### src/rtl/snake_cmd_exec.sv
// snake_cmd_exec
//   Executes snake-core draw commands against the 32x24 tile map. Commands
//   land in a small FIFO (the upstream cannot be stalled). Each command is
//   expanded into one tile-memory write per cell, in raster order.
//
//   Command layout (bit positions assume the default field widths):
//     POINT op=0 : x=[27:23] y=[22:18] colour=[17:10]
//     RECT  op=1 : x0=[27:23] y0=[22:18] x1=[17:13] y1=[12:8] colour=[7:0]
//
// Ports
//   clk         system clock
//   rst_n       asynchronous active-low reset
//   cmd         32-bit command word
//   cmd_vld     command valid, one per cycle, no ready
//   tile_we     registered tile-memory write strobe
//   tile_addr   registered {y, x}
//   tile_wdata  registered colour id
//   busy        FIFO non-empty or FSM not idle
//   drop_pulse  one-cycle pulse when a command is discarded
//   drop_cnt    (SNAKE_CMD_EXEC_STATS_EN) saturating count of drop_pulse cycles
//   drop_clr    (SNAKE_CMD_EXEC_STATS_EN) synchronous clear of drop_cnt
//
// Build option: define SNAKE_CMD_EXEC_STATS_EN to add drop_cnt/drop_clr.
//
// state  | meaning
// S_IDLE | nothing in progress, waiting for the FIFO to fill
// S_POP  | head word popped, decoded, range-checked and latched
// S_FILL | one cell written per cycle until (xe, ye)

module snake_cmd_exec #(
   parameter int                         H_LOGIC_WIDTH  = 5,
   parameter int                         V_LOGIC_WIDTH  = 5,
   parameter logic [H_LOGIC_WIDTH-1:0]   H_LOGIC_MAX    = 5'd31,
   parameter logic [V_LOGIC_WIDTH-1:0]   V_LOGIC_MAX    = 5'd23,
   parameter int                         COLOR_ID_WIDTH = 8,
   parameter int                         FIFO_AW        = 2
) (
   input  logic                                   clk,
   input  logic                                   rst_n,
   input  logic [31:0]                            cmd,
   input  logic                                   cmd_vld,
   output logic                                   tile_we,
   output logic [V_LOGIC_WIDTH+H_LOGIC_WIDTH-1:0] tile_addr,
   output logic [COLOR_ID_WIDTH-1:0]              tile_wdata,
   output logic                                   busy,
   output logic                                   drop_pulse
`ifdef SNAKE_CMD_EXEC_STATS_EN
   ,
   input  logic                                   drop_clr,
   output logic [15:0]                            drop_cnt
`endif
);

   localparam int H = H_LOGIC_WIDTH;
   localparam int V = V_LOGIC_WIDTH;
   localparam int C = COLOR_ID_WIDTH;

   typedef enum logic [1:0] {S_IDLE, S_POP, S_FILL} state_t;

   state_t state, state_nxt;

   // ---------------- command FIFO ----------------
   logic [31:0]      fifo_mem [2**FIFO_AW];
   logic [FIFO_AW:0] wr_ptr, rd_ptr;
   logic             fifo_empty, fifo_full, fifo_push, fifo_pop;
   logic             ovf_drop;

   assign fifo_empty = (wr_ptr == rd_ptr);
   assign fifo_full  = (wr_ptr[FIFO_AW] != rd_ptr[FIFO_AW]) &&
                       (wr_ptr[FIFO_AW-1:0] == rd_ptr[FIFO_AW-1:0]);
   // A simultaneous pop frees the slot, so a push into a full FIFO is accepted.
   assign fifo_push  = cmd_vld && (!fifo_full || fifo_pop);
   assign ovf_drop   = cmd_vld && !fifo_push;

   always_ff @(posedge clk or negedge rst_n) begin
      if (!rst_n) begin
         wr_ptr <= '0;
         rd_ptr <= '0;
      end else begin
         if (fifo_push) wr_ptr <= wr_ptr + 1'b1;
         if (fifo_pop)  rd_ptr <= rd_ptr + 1'b1;
      end
   end

   always_ff @(posedge clk) begin
      if (fifo_push) fifo_mem[wr_ptr[FIFO_AW-1:0]] <= cmd;
   end

   // ---------------- head decode ----------------
   logic [31:0]  head;
   logic [3:0]   h_op;
   logic         h_point, h_rect, h_range_ok;
   logic [H-1:0] hx0, hx1, hxs, hxe;
   logic [V-1:0] hy0, hy1, hys, hye;
   logic [C-1:0] hcol;

   always_comb begin
      head       = fifo_mem[rd_ptr[FIFO_AW-1:0]];
      h_op       = head[31:28];
      h_point    = (h_op == 4'h0);
      h_rect     = (h_op == 4'h1);
      hx0        = head[27 -: H];
      hy0        = head[22 -: V];
      // A point is a rectangle whose corners coincide.
      hx1        = h_point ? hx0 : head[17 -: H];
      hy1        = h_point ? hy0 : head[12 -: V];
      hcol       = h_point ? head[17 -: C] : head[C-1:0];
      hxs        = (hx0 < hx1) ? hx0 : hx1;
      hxe        = (hx0 < hx1) ? hx1 : hx0;
      hys        = (hy0 < hy1) ? hy0 : hy1;
      hye        = (hy0 < hy1) ? hy1 : hy0;
      h_range_ok = (hxe <= H_LOGIC_MAX) && (hye <= V_LOGIC_MAX);
   end

   // ---------------- FSM ----------------
   logic [H-1:0] xs, xe, cx;
   logic [V-1:0] ye, cy;
   logic [C-1:0] colour;
   logic         load, step, cmd_bad, last_cell;

   assign last_cell = (cx == xe) && (cy == ye);

   always_ff @(posedge clk or negedge rst_n) begin
      if (!rst_n) state <= S_IDLE;
      else        state <= state_nxt;
   end

   always_comb begin
      state_nxt = state;
      fifo_pop  = 1'b0;
      load      = 1'b0;
      step      = 1'b0;
      cmd_bad   = 1'b0;
      case (state)
         S_IDLE: begin
            if (!fifo_empty) state_nxt = S_POP;
         end
         S_POP: begin
            fifo_pop = 1'b1;
            if (!(h_point || h_rect) || !h_range_ok) begin
               cmd_bad   = 1'b1;
               state_nxt = S_IDLE;
            end else begin
               load      = 1'b1;
               state_nxt = S_FILL;
            end
         end
         S_FILL: begin
            step = 1'b1;
            if (last_cell) state_nxt = fifo_empty ? S_IDLE : S_POP;
         end
         default: state_nxt = S_IDLE;
      endcase
   end

   // ---------------- cell walker and registered write port ----------------
   always_ff @(posedge clk or negedge rst_n) begin
      if (!rst_n) begin
         xs         <= '0;
         xe         <= '0;
         ye         <= '0;
         cx         <= '0;
         cy         <= '0;
         colour     <= '0;
         tile_we    <= 1'b0;
         tile_addr  <= '0;
         tile_wdata <= '0;
      end else begin
         tile_we <= step;
         if (load) begin
            xs     <= hxs;
            xe     <= hxe;
            ye     <= hye;
            cx     <= hxs;
            cy     <= hys;
            colour <= hcol;
         end else if (step) begin
            tile_addr  <= {cy, cx};
            tile_wdata <= colour;
            if (cx == xe) begin
               cx <= xs;
               cy <= cy + 1'b1;
            end else begin
               cx <= cx + 1'b1;
            end
         end
      end
   end

   assign busy       = !fifo_empty || (state != S_IDLE);
   assign drop_pulse = ovf_drop || cmd_bad;

`ifdef SNAKE_CMD_EXEC_STATS_EN
   always_ff @(posedge clk or negedge rst_n) begin
      if (!rst_n)                                    drop_cnt <= '0;
      else if (drop_clr)                             drop_cnt <= '0;
      else if (drop_pulse && (drop_cnt != 16'hFFFF)) drop_cnt <= drop_cnt + 1'b1;
   end
`else
   // Drop statistics not built; drop_pulse remains the only drop indication.
`endif

endmodule

### config.mk
export PLATFORM = sky130hd
export DESIGN_NAME = snake_cmd_exec
export DESIGN_NICKNAME = d
export VERILOG_FILES = /design/src/rtl/snake_cmd_exec.sv
export SDC_FILE = /design/constraint.sdc
export NUM_CORES = 1
export LEC_CHECK = 0
export BUFFER_PORTS_ARGS = -buffer_cell sky130_fd_sc_hd__buf_2
export CORE_MARGIN = 3
export CORE_UTILIZATION = 29
export CTS_CLUSTER_DIAMETER = 50
export DETAILED_ROUTE_END_ITERATION = 10
export SYNTH_ARGS = -nofsm -noshare
export SYNTH_HDL_FRONTEND = slang
export SYNTH_SLANG_ARGS = --single-unit
### constraint.sdc
create_clock -name clk -period 8.6 [get_ports clk]
set_input_delay 1.29 -clock clk [delete_from_list [all_inputs] [get_ports clk]]
set_output_delay 1.29 -clock clk [all_outputs]
set_load 0.05 [all_outputs]
==> impl_metrics.tcl <==
set metrics [dict create \
    status "finished clean" \
    yosysTopAreaCell "edfxtp_1" \
    grt_pass1_wl_um 24600 \
    max_freq_mhz 147 \
    period_share 0.789 \
    synth-simple-area-share 0.0752 \
    cap_violations 0 \
    fin_util 0.340 \
    synthMuxAreaShare 0.126 \
    rr_worst_depth 13 \
    pin_count 56 \
    grt_max_degree 62 \
    rows 60 \
    numCtsBuffers 17 \
    slew_viol_final 0 \
    gp_congestion 0.767 \
    cts_setup_buffers 0 \
    yosys_warnings 0 \
    whs_path_depth 2 \
    worstPathArrival_ns 5.50 \
    synth_async_sr_flop_share 0.319 \
    antenna_found_initial 1 \
    port-buffer-count 55 \
    setup_viol 0 \
    grt-ovfl-total 0 \
    syn_to_final_growth_pct 15.0 \
    p_leak_uw 0.00360 \
    timing.hold.ws_ns 0.469 \
    hold_start "tile_addr[2]" \
    tns_ns 0 \
    synth_area_mm2 0.00802 \
    htree_levels 4 \
    slew_headroom 0.254 \
    critPathCaptureType "output port" \
    grt_pass1_vias 4339 \
    synth.most_common_cell "edfxtp_1" \
    worstSetupPathType "reg -> out" \
    synthTopCellsByArea "edfxtp_1, dfrtp_1, mux4_2" \
    crit_required_ns 7.31 \
    ant_nets 0 \
    drc_errors 0 \
    dr.pass1.iters 4 \
    grt_use_total 0.109 \
    synth_compound_area_frac 0.0611 \
    cts-root-buf "clkbuf_16" \
    yosys-top-cells-count "edfxtp_1, nand2_1, dfrtp_1" \
    initial_utilization 0.296 \
    synth_fp_nets 587 \
    dp_hpwl_um 10600 \
    synth_top_family_by_area "multiplexers" \
    vias_per_cell 4.44 \
    synth-adder-area-share 0.0218 \
    die-area_mm2 0.0297 \
    min_period_ns 6.79 \
    ir_worst_vdd_v 0.000205 \
    drt-initial-drc-count 361 \
    yosysSeqAreaShare 0.666 \
    die_h_um 172 \
    synth.top_cell.area_share 0.479 \
    die_width_um 172 \
    hp-class "reg -> reg" \
    synth_edf_count 128 \
    ys_types 52 \
    hold_end "tile_addr[2]" \
    nNetsFinal 647 \
    synthXorXnorAreaFrac 0.0251 \
    worstMarginPinSlew_ns 1.12 \
    fin_skew_ns 0.0156 \
    hold_violations 0 \
    power_uw 3790 \
    r2r_setup_slack_ns 3.52 \
    crit_fanout 61 \
    ys_ff_latch 188 \
    syn_inst 538 \
    cts_buffer_depth 2 \
    cts_tree "done" \
    wl_per_cell_um 15.9 \
    r2r_end "cx[1]" \
    avgSynthCellArea_um2 14.9 \
    ctsHoldBuffers 0 \
    cts_resized 0 \
    r2r-start "rd_ptr[0]" \
    drive_gt1_frac 0.218 \
    cts_sinks 188 \
    start_kind "flip-flop" \
    worstSkewPairLatency_ns 0.43 \
    vias 4360 \
    p_per_area_mw_per_mm2 411 \
    core_area_mm2 0.0271 \
    cts.clk_slew.worst_paths_ns 0.07 \
    rsz0062_at_grt "no" \
    synthFlopType "edfxtp_1" \
    diodes 0 \
    totalWireLength_um 15600 \
]
placed cells by master, fill, tap and decap left out, drive strengths merged, types with 14 or more instances in the layout:
cell type and count:
clkbuf 17, mux4 28, mux2i 29, nor2 14, a21oi 15, o21ai 26
dfrtp 60, edfxtp 128, ha 14, inv 23, nand2 90, buf 63
stage by stage:
stage | cells | setup slack [ns] | cell area (µm²)
final | 982 | 1.81 | 9230
after global routing | 982 | 1.39 | 9230
after CTS | 982 | 1.71 | 9230
after detailed placement | 951 | 2.19 | 8690
after global placement | 951 | 2.25 | 8690
after floorplan | 538 | 3.03 | 8020
final cells by class:
cell class                 count  area [µm²]
timing repair buffer          63         335
fill                        2667       17900
clock buffer                  17         425
clock inverter                14         108
multi-input combinational    312        2480
tap                          372         465
sequential                   188        5350
inverter                      16        60.1
worst max path at each step:
stage | startpoint | endpoint | slack [ns] | cells after the start
finish | rd_ptr[0] | drop_pulse | 1.81 | 13
CTS | rd_ptr[0] | drop_pulse | 1.71 | 13
detailed placement | rd_ptr[0] | drop_pulse | 2.19 | 13
floorplan | rd_ptr[1] | drop_pulse | 3.03 | 12
global route | rd_ptr[0] | drop_pulse | 1.39 | 13
global placement | rd_ptr[0] | drop_pulse | 2.25 | 13
cells by family (layout without fill, tap and decap cells):
family                     count (synthesis)  count (layout)
AOI/OAI and AO/OA                         73              73
muxes                                     65              65
adders and majority gates                 14              14
xor gates and xnor gates                  23              23
DFF                                      188             188
and+or+nand+nor                          137             137
buffers and inverters                     38             110
worst max-delay path, cell delays in order (launching register included):
cell	delay (ns)
dfrtp_2	0.73
buf_4	0.44
mux2i_1	0.13
o211ai_1	0.32
and2_1	0.75
mux2_2	0.44
inv_1	0.06
ha_1	0.26
and3_1	0.16
a32o_1	0.25
a211oi_4	0.26
mux2_4	0.59
a21boi_0	0.31
buf_2	0.31
state kept, by name (all words and copies together), names as in the netlist, 3 cells and up:
| register | flops |
|---|---|
| tile_addr | 10 |
| cx | 5 |
| xs | 5 |
| fifo_mem | 128 |
| ye | 5 |
| cy | 5 |
| wr_ptr | 3 |
| tile_wdata | 8 |
| xe | 5 |
| colour | 8 |
| rd_ptr | 3 |
routing by layer:
metal / up-vias / track usage / wire length, µm
li1: 2120 / - / -
met1: 2160 / 0.159 / 7950
met2: 64 / 0.161 / 6990
met3: 14 / 0.0286 / 507
met4: 2 / 0.0295 / 183
met5: - / 0 / 7
report_power, final:
group          internal [µW]  switching [µW]  total, µW
clock network            373             341        714
logic                    653            1010       1660
registers               1260             155       1410
No activity file was read; power rests on OpenSTA's default activity.
